<file path="config.mk">
export PLATFORM = sky130hd
export DESIGN_NAME = rv32_hazard_ctrl
export DESIGN_NICKNAME = d
export VERILOG_FILES = /design/src/rtl/rv32_hazard_ctrl_pkg.sv /design/src/rtl/rv32_fwd_unit.sv /design/src/rtl/rv32_hazard_ctrl.sv
export SDC_FILE = /design/constraint.sdc
export NUM_CORES = 1
export LEC_CHECK = 0
export CORE_MARGIN = 5
export CORE_UTILIZATION = 57
export CTS_BUF_LIST = sky130_fd_sc_hd__clkbuf_4 sky130_fd_sc_hd__clkbuf_8
export DETAILED_ROUTE_END_ITERATION = 6
export HOLD_SLACK_MARGIN = 0.15
export PLACE_DENSITY_LB_ADDON = 0.3
export SKIP_CTS_REPAIR_TIMING = 1
export SYNTH_ARGS = -nofsm -noshare
export SYNTH_HDL_FRONTEND = slang
export SYNTH_SLANG_ARGS = --single-unit
</file>
<file path="constraint.sdc">
create_clock -name clk -period 4.2 [get_ports clk]
set_clock_uncertainty 0.15 [all_clocks]
set_input_delay 1.26 -clock clk [delete_from_list [all_inputs] [get_ports clk]]
set_output_delay 1.26 -clock clk [all_outputs]
set_load 0.03 [all_outputs]
</file>
<file path="src/rtl/rv32_hazard_ctrl_pkg.sv">
// Shared constants for the RV32 hazard controller: forwarding select
// encodings and the freeze FSM state type.
package rv32_hazard_ctrl_pkg;

    localparam logic [1:0] FWD_RF  = 2'b00;
    localparam logic [1:0] FWD_MEM = 2'b01;
    localparam logic [1:0] FWD_WB  = 2'b10;

    typedef enum logic [0:0] {
        ST_RUN    = 1'b0,
        ST_FREEZE = 1'b1
    } hz_state_e;

endpackage

</file>
<file path="src/rtl/rv32_fwd_unit.sv">
// Operand forwarding select for one EX source register. The youngest
// producer (MEM) wins over WB; x0 is never forwarded.
module rv32_fwd_unit
    import rv32_hazard_ctrl_pkg::*;
#(
    parameter int REG_AW = 5
) (
    input  logic [REG_AW-1:0] i_rs,
    input  logic [REG_AW-1:0] i_mem_rd,
    input  logic              i_mem_reg_write,
    input  logic [REG_AW-1:0] i_wb_rd,
    input  logic              i_wb_reg_write,
    output logic [1:0]        o_sel
);

    // Pick the nearest in-flight writer of i_rs, else the register file.
    always_comb begin
        o_sel = FWD_RF;
        if (i_mem_reg_write && (i_mem_rd != '0) && (i_mem_rd == i_rs)) begin
            o_sel = FWD_MEM;
        end else if (i_wb_reg_write && (i_wb_rd != '0) && (i_wb_rd == i_rs)) begin
            o_sel = FWD_WB;
        end
    end

endmodule

</file>
<file path="src/rtl/rv32_hazard_ctrl.sv">
// Pipeline hazard controller for the 5-stage RV32 core. Keeps a shadow copy
// of the register fields of the instructions in EX/MEM/WB and derives the
// stall/flush/bubble/freeze controls plus the EX forwarding selects.
//
// state  | meaning
// -------+-----------------------------------------------------------
// RUN    | pipeline advancing; redirect and load-use handled here
// FREEZE | data memory busy; whole pipeline and shadow state held
module rv32_hazard_ctrl
    import rv32_hazard_ctrl_pkg::*;
#(
    parameter int REG_AW = 5,
    parameter int CNT_W  = 32
) (
    input  logic              clk,
    input  logic              rst,
    input  logic              id_valid,
    input  logic [REG_AW-1:0] id_rs1,
    input  logic [REG_AW-1:0] id_rs2,
    input  logic              id_use_rs1,
    input  logic              id_use_rs2,
    input  logic [REG_AW-1:0] id_rd,
    input  logic              id_reg_write,
    input  logic              id_is_load,
    input  logic              ex_redirect,
    input  logic              mem_busy,
    output logic              pc_stall,
    output logic              ifid_stall,
    output logic              ifid_flush,
    output logic              idex_bubble,
    output logic              pipe_freeze,
    output logic [1:0]        fwd_a_sel,
    output logic [1:0]        fwd_b_sel,
    output logic [CNT_W-1:0]  stall_cnt,
    output logic [CNT_W-1:0]  flush_cnt
);

    hz_state_e r_state;
    hz_state_e w_state_nxt;

    logic [REG_AW-1:0] r_ex_rd;
    logic [REG_AW-1:0] r_ex_rs1;
    logic [REG_AW-1:0] r_ex_rs2;
    logic              r_ex_reg_write;
    logic              r_ex_is_load;

    logic [REG_AW-1:0] r_mem_rd;
    logic              r_mem_reg_write;
    logic              r_mem_is_load;

    logic [REG_AW-1:0] r_wb_rd;
    logic              r_wb_reg_write;

    logic [CNT_W-1:0]  r_stall_cnt;
    logic [CNT_W-1:0]  r_flush_cnt;

    logic w_load_use;
    logic w_freeze;
    logic w_ex_bubble;
    logic w_stall_inc;
    logic w_flush_inc;

    // MEM load flag is tracked with the rest of the shadow stage but has no
    // consumer inside this block yet.
    logic w_unused;
    assign w_unused = r_mem_is_load;

    // Load in EX whose result the ID instruction needs next cycle.
    assign w_load_use = id_valid && r_ex_is_load && r_ex_reg_write && (r_ex_rd != '0) &&
                        ((id_use_rs1 && (id_rs1 == r_ex_rd)) ||
                         (id_use_rs2 && (id_rs2 == r_ex_rd)));

    // Next state and control outputs; priority is busy > redirect > load-use.
    always_comb begin
        w_state_nxt = r_state;
        w_freeze    = 1'b0;
        w_ex_bubble = 1'b0;
        w_stall_inc = 1'b0;
        w_flush_inc = 1'b0;
        pc_stall    = 1'b0;
        ifid_stall  = 1'b0;
        ifid_flush  = 1'b0;
        idex_bubble = 1'b0;
        pipe_freeze = 1'b0;

        unique case (r_state)
            ST_RUN: begin
                if (mem_busy) begin
                    w_state_nxt = ST_FREEZE;
                    w_freeze    = 1'b1;
                end
            end
            ST_FREEZE: begin
                if (mem_busy) begin
                    w_freeze = 1'b1;
                end else begin
                    w_state_nxt = ST_RUN;
                end
            end
            default: w_state_nxt = ST_RUN;
        endcase

        if (w_freeze) begin
            pipe_freeze = 1'b1;
            pc_stall    = 1'b1;
            ifid_stall  = 1'b1;
            w_stall_inc = 1'b1;
        end else if (ex_redirect) begin
            ifid_flush  = 1'b1;
            idex_bubble = 1'b1;
            w_ex_bubble = 1'b1;
            w_flush_inc = 1'b1;
        end else if (w_load_use) begin
            pc_stall    = 1'b1;
            ifid_stall  = 1'b1;
            idex_bubble = 1'b1;
            w_ex_bubble = 1'b1;
            w_stall_inc = 1'b1;
        end
    end

    // State register, shadow pipeline advance and saturating counters.
    always_ff @(posedge clk) begin
        if (rst) begin
            r_state         <= ST_RUN;
            r_ex_rd         <= '0;
            r_ex_rs1        <= '0;
            r_ex_rs2        <= '0;
            r_ex_reg_write  <= 1'b0;
            r_ex_is_load    <= 1'b0;
            r_mem_rd        <= '0;
            r_mem_reg_write <= 1'b0;
            r_mem_is_load   <= 1'b0;
            r_wb_rd         <= '0;
            r_wb_reg_write  <= 1'b0;
            r_stall_cnt     <= '0;
            r_flush_cnt     <= '0;
        end else begin
            r_state <= w_state_nxt;
            if (!w_freeze) begin
                r_wb_rd         <= r_mem_rd;
                r_wb_reg_write  <= r_mem_reg_write;
                r_mem_rd        <= r_ex_rd;
                r_mem_reg_write <= r_ex_reg_write;
                r_mem_is_load   <= r_ex_is_load;
                if (w_ex_bubble) begin
                    r_ex_rd        <= '0;
                    r_ex_rs1       <= '0;
                    r_ex_rs2       <= '0;
                    r_ex_reg_write <= 1'b0;
                    r_ex_is_load   <= 1'b0;
                end else begin
                    r_ex_rd        <= id_rd;
                    r_ex_rs1       <= id_rs1;
                    r_ex_rs2       <= id_rs2;
                    r_ex_reg_write <= id_reg_write && id_valid;
                    r_ex_is_load   <= id_is_load && id_valid;
                end
            end
            if (w_stall_inc && (r_stall_cnt != '1)) begin
                r_stall_cnt <= r_stall_cnt + CNT_W'(1);
            end
            if (w_flush_inc && (r_flush_cnt != '1)) begin
                r_flush_cnt <= r_flush_cnt + CNT_W'(1);
            end
        end
    end

    assign stall_cnt = r_stall_cnt;
    assign flush_cnt = r_flush_cnt;

    rv32_fwd_unit #(.REG_AW(REG_AW)) u_fwd_a (
        .i_rs            (r_ex_rs1),
        .i_mem_rd        (r_mem_rd),
        .i_mem_reg_write (r_mem_reg_write),
        .i_wb_rd         (r_wb_rd),
        .i_wb_reg_write  (r_wb_reg_write),
        .o_sel           (fwd_a_sel)
    );

    rv32_fwd_unit #(.REG_AW(REG_AW)) u_fwd_b (
        .i_rs            (r_ex_rs2),
        .i_mem_rd        (r_mem_rd),
        .i_mem_reg_write (r_mem_reg_write),
        .i_wb_rd         (r_wb_rd),
        .i_wb_reg_write  (r_wb_reg_write),
        .o_sel           (fwd_b_sel)
    );

endmodule

</file>
* Word-level counts from Yosys, hierarchy flattened
Cells that the tools add are included.
Cells by class: eq/ne operators 8, multipliers 0, bitwise gates (word level) 0, reduce and logical (&&, ||, !) cells 20, add/subtract/negate cells 2, shifts and indexed selects 0, magnitude comparators 0, mux-type cells 18, divide/modulo/power cells 0
Operators by type and width (count):
- $add A32 B1 Y32 const B | 2
- $ne A32 B32 Y1 const B | 2
- $eq A5 B5 Y1 | 6
- $logic_and A1 B1 Y1 | 16
- $mux W5 | 3
- $reduce_bool A5 Y1 | 3
- $mux W1 | 11
- $mux W2 | 4
- $logic_or A1 B1 Y1 | 1
Storage, ports and cells: input bits 24, memory bits (writable) 0, logic and storage cells 59, latch bits 0, memories kept 0, output and inout bits 73, ROM bits 0, register bits 93

* Longest topological paths before layout
depth in word-level cells 8, depth in mapped cells 9, gate-level depth less buffers 7

* Modules after synthesis
A second synthesis with hierarchy kept.
Second synthesis, totals: cells, all modules 541, area, all modules 4693.3 sq um
By module, submodules not included:
- rv32_hazard_ctrl | area each 4390.5 sq um, sequential area each 1861.8 sq um, instances 1, cells each 501
- rv32_fwd_unit | area each 151.4 sq um, sequential area each 0.0 sq um, instances 2, cells each 20

* Least setup slack after synthesis
Ideal clock, no wire load.
path type input port to output port, from in id_rs2[2], to out pc_stall, data arrival time 2.545 ns, path slack 0.245 ns, path buffers 1, required time 2.790 ns, cell stages on the path 5, cell sequence xnor2_1 > nand4_1 > o221ai_1 > nor2b_1 > buf_4
On the way: longest elaborated chain between the ends 7
Ends and longest elaborated chain:
- start, declared | line rv32_hazard_ctrl.sv:19 | input logic [REG_AW-1:0] id_rs2,
- $eq A5 B5 Y1 | line rv32_hazard_ctrl.sv:71 | (id_use_rs2 && (id_rs2 == r_ex_rd)));
- $logic_and A1 B1 Y1 | line rv32_hazard_ctrl.sv:71
- $logic_or A1 B1 Y1 | line rv32_hazard_ctrl.sv:70 | ((id_use_rs1 && (id_rs1 == r_ex_rd)) ||
- $logic_and A1 B1 Y1 | line rv32_hazard_ctrl.sv:69 | assign w_load_use = id_valid && r_ex_is_load && r_ex_reg_write && (r_ex_rd != '0) &&
- $mux W1 (3 in series)
- end, declared | line rv32_hazard_ctrl.sv:27 | output logic pc_stall,
Every way passes these cells.

* Final worst setup path
from in id_rs1[4], to out ifid_stall
On the way: longest elaborated chain between the ends 7
Ends and longest elaborated chain:
- start, declared | line rv32_hazard_ctrl.sv:18 | input logic [REG_AW-1:0] id_rs1,
- $eq A5 B5 Y1 | line rv32_hazard_ctrl.sv:70
- $logic_and A1 B1 Y1 | line rv32_hazard_ctrl.sv:70
- $logic_or A1 B1 Y1 | line rv32_hazard_ctrl.sv:70
- $logic_and A1 B1 Y1 | line rv32_hazard_ctrl.sv:69
- $mux W1 | line rv32_hazard_ctrl.sv:113 | end else if (w_load_use) begin
- $mux W1 | line rv32_hazard_ctrl.sv:108 | end else if (ex_redirect) begin
- $mux W1 | line rv32_hazard_ctrl.sv:103 | if (w_freeze) begin
- end, declared | line rv32_hazard_ctrl.sv:28 | output logic ifid_stall,
Every way passes these cells.

==> metrics.md <==
| Metric | Value |
|---|---|
| Outcome | `complete, no violations` |
| Delay of the slowest critical-path stage | `approximately 0.5 ns` |
| Number of antenna violations at the first check in global routing | `0` |
| Vias | `approximately 4200` |
| Core area | `between 7000 and 8000 um^2` |
| Iteration-0 DRC count of the detailed router | `191` |
| Leak Pwr | `2.16 nW` |
| Number of core rows | `32` |
| Clock-pin slew reported for the worst setup and hold paths after clock tree synthesis | `roughly 0.09 ns` |
| ANT cells | `0` |
| Cell count after synthesis | `approximately 530` |
| Global route overflow | `0` |
| Num Clock Sinks | `93` |
| Worst hold path stage count | `2` |
| Critical Path Sink Type | `output pin` |
| Ratio of cells with drive above 1 in the final layout | `~8%` |
| Summed instance area of the synthesized netlist | `around 4600 um^2` |
| Global-route wire length before repair | `around 19 mm` |
| FF-to-FF Start | `stall_cnt[0]$_SDFFE_PP0P_` |
| Yosys warning count | `0` |
| Maximum buffer depth of the clock tree | `2` |
| Post-layout min period | `roughly 4.2 ns` |
| H-tree levels | `3` |
| Max-slew headroom | `between 50% and 60%` |
| Mapped Avg Cell Area | `8.68 um^2` |
| Tightest Hold Check Type | `reg -> reg` |
| Number of cells traversed by the worst register-to-register path | `8` |
| Count of endpoints failing setup in the final report | `0` |
| Filler cells | `586` |
| DRC violation count after routing | `0` |
| Chip Height | `roughly 100 um` |
| Transition time at the pin with the least slew margin | `about 0.7 ns` |
| Synth Register Bits | `just over 90` |
| Distinct cell type count of the synthesized netlist | `49` |
| Power share of the clock group | `approximately 37%` |
| CP max FO | `2` |
| Clock latency at the later pin of the worst-skew pair | `roughly 0.35 ns` |
| Required time worst endpoint | `about 2.8 ns` |
| Crit-path slowest cell | `sky130_fd_sc_hd__clkdlybuf4s50_1` |
| Critical Path AT | `between 2 and 3 ns` |
| Part of the Yosys area used for sequential elements | `between 40% and 50%` |
| Final Slew Violations | `0` |
| Count of non-filler cells in the finished layout | `approximately 730` |
| Number of port buffers | `96` |
| Via density per instance | `between 5 and 6` |
| Num ports | `97` |
| Number of buffers created by CTS | `9` |
| Terminus of the critical flop-to-flop path | `stall_cnt[1]$_SDFFE_PP0P_` |
| Number of hold-slack violations in the final timing report | `0` |
| Net count of the finished layout | `roughly 650` |
| Worst Hold End | `r_ex_reg_write$_SDFFE_PP0N_` |
| Area taken by multi-input logic gates | `between 2000 and 3000 um^2` |
| Type of the worst setup path | `in -> out` |
| Clock Root Buffer | `sky130_fd_sc_hd__clkbuf_8` |
| Min-Delay Startpoint | `r_ex_reg_write$_SDFFE_PP0N_` |
| Leading cell type in the layout, fill and taps excluded | `sky130_fd_sc_hd__dfxtp_1` |
| Overall track demand over capacity in global routing | `between 20% and 30%` |
| Detailed placer's ending HPWL | `between 8 and 9 mm` |
| Placed Instances | `714` |
| Total power divided by cell area | `roughly 290 nW/um^2` |
| CTS tree | `done` |
| Sum of internal, switching and leakage power | `~0.0017 W` |
| Achievable frequency | `between 200 and 250 MHz` |
| Area taken by flip-flops and latches | `roughly 1900 um^2` |
| Part of the power in combinational logic | `slightly below 9%` |
| Cells traversed along the worst timing path | `clkdlybuf4s50_1 > xnor2_1 > nand4_1 > o221ai_2 > nor2b_4 > buf_4` |
| Switching part of the total | `23.7%` |
| DRT Wirelength | `~11 mm` |
| Number of optimization iterations in the first detailed-route pass | `4` |
| Global placement routability congestion | `between 0.9 and 1` |
| Max VDD drop | `around 0.00018 V` |
| P&R area growth vs syn | `27.6%` |
| Syn Nets | `554` |
| Routed len/inst | `between 15 and 20 um` |
| Antenna-violating nets left | `0` |
| Hold Worst Slack | `roughly 0.34 ns` |
| Pin count of the biggest net entering global routing | `40` |
| Final clock period utilization by the worst path | `between 90 and 100%` |
| Vias in the first global route | `4005` |
| Internal Dissipation | `0.00127 W` |
| Launching element type of the critical path | `input port` |
| Most used cells in the layout excluding fill and tap cells | `sky130_fd_sc_hd__dfxtp_1, sky130_fd_sc_hd__clkdlybuf4s50_1, sky130_fd_sc_hd__nor2_1` |
| Psw | `around 0.0004 W` |
| Total Die Area | `around 9900 um^2` |
| Internal reg-to-reg setup slack | `around 1.4 ns` |
| Reported max-cap violation count | `0` |
| Die X | `between 90 and 100 um` |
| Sequential Power Share | `54.5%` |
| Starting density of the core | `about 59%` |
-- worst max path at each step --
| stage | slack, ns | start | endpoint | depth (start not counted) |
|---|---|---|---|---|
| 4_1_cts | -0.04 | id_rs2[4] | ifid_stall | 6 |
| 3_5_place_dp | -0.03 | id_rs2[4] | ifid_stall | 6 |
| 6_report | 0.03 | id_rs1[4] | ifid_stall | 6 |
| 2_1_floorplan | 0.25 | id_rs2[2] | pc_stall | 5 |
| 5_1_grt | -0.03 | id_rs1[4] | ifid_stall | 6 |
| 3_3_place_gp | -0.03 | id_rs2[4] | pc_stall | 6 |
-- cells in the mapped netlist (all sizes together) --
library cell / instances / area share, %
buf: 12 / 1.9
a21oi: 42 / 4.7
o221ai: 1 / 0.19
xor2: 32 / 6.1
and4b: 1 / 0.22
nor3: 4 / 0.55
or3: 32 / 4.4
nand3: 32 / 3.6
o22ai: 1 / 0.14
nand3b: 1 / 0.25
nor2: 66 / 5.4
and4bb: 1 / 0.27
nor4b: 2 / 0.71
xnor2: 21 / 4.0
and4: 8 / 1.5
a31oi: 1 / 0.14
nand2b: 3 / 0.57
clkbuf: 12 / 0.98
mux2i: 30 / 6.6
mux2: 1 / 0.33
a211oi: 2 / 0.44
o21ai: 35 / 3.8
nand4: 22 / 3.3
o311ai: 1 / 0.35
and2: 1 / 0.14
nor2b: 2 / 0.27
dfxtp: 93 / 41
o21bai: 1 / 0.16
nor4: 7 / 1.3
and3: 7 / 0.96
or2: 2 / 0.27
or4: 10 / 1.6
inv: 11 / 0.90
o31ai: 5 / 0.82
ha: 2 / 0.55
nand2: 24 / 2.0
-- power groups by stage --
stage / clock network (W) / registers (W) / logic [W]
after global placement: 0 / 0.000931 / 0.000140
final: 0.000613 / 0.000911 / 0.000147
after detailed placement: 0 / 0.000932 / 0.000143
after global routing: 0.000668 / 0.000913 / 0.000159
after CTS: 0.000620 / 0.000911 / 0.000144
after floorplan: 0 / 0.000932 / 0.0000884
-- state kept, by name (all words and copies together), names as in the netlist, 5 cells and up --
signal,count
r_mem_rd,5
r_wb_rd,5
r_ex_rs1,5
r_ex_rs2,5
stall_cnt,32
r_ex_rd,5
flush_cnt,32
-- cell families after synthesis --
family,synth area share [%]
XOR/XNOR,10.1
adder cells (fa/ha/maj),0.546
buffers and inverters,3.77
flip-flops,40.6
AND/OR/NAND/NOR,27.3
multiplexers,6.88
AO/OA/AOI/OAI,10.7
-- worst max-delay path: cells and delay by family --
kind	cells	cell delay (ns)
buf+inv	2	0.67
xor+xnor	1	0.15
simple gates	2	0.39
compound gates	1	0.28
-- stage by stage --
| stage | setup slack (ns) | cell area [um^2] | setup TNS, ns | util (%) |
|---|---|---|---|---|
| 2_1_floorplan | 0.245 | 4580 | 0 | - |
| 3_3_place_gp | -0.0286 | 5610 | -0.0570 | 72.3 |
| 3_5_place_dp | -0.0293 | 5610 | -0.0580 | 72.3 |
| 4_1_cts | -0.0419 | 5820 | -0.123 | 74.9 |
| 5_1_grt | -0.0273 | 5850 | -0.0613 | 75.3 |
| 6_report | 0.0302 | 5850 | 0 | 75.3 |
-- per-layer routing --
metal | track usage, % | up-vias | routed length (um) | share of wire (%)
met5 | 0 | - | 0 | 0
met4 | 7.88 | 0 | 140 | 1.2
met3 | 3.65 | 12 | 619 | 5.5
met2 | 38.9 | 110 | 5520 | 49
met1 | 29.0 | 1994 | 5050 | 45
li1 | - | 2088 | - | -
-- final cells by class --
type / instances / area share [%]
Sequential cell: 93 / 31.8
Inverter: 11 / 0.706
Timing Repair Buffer: 108 / 17.8
Clock inverter: 3 / 0.749
Tap cell: 102 / 2.18
Clock buffer: 12 / 2.72
Multi-Input combinational cell: 400 / 44.0
Power figures use the tool's default switching activity.
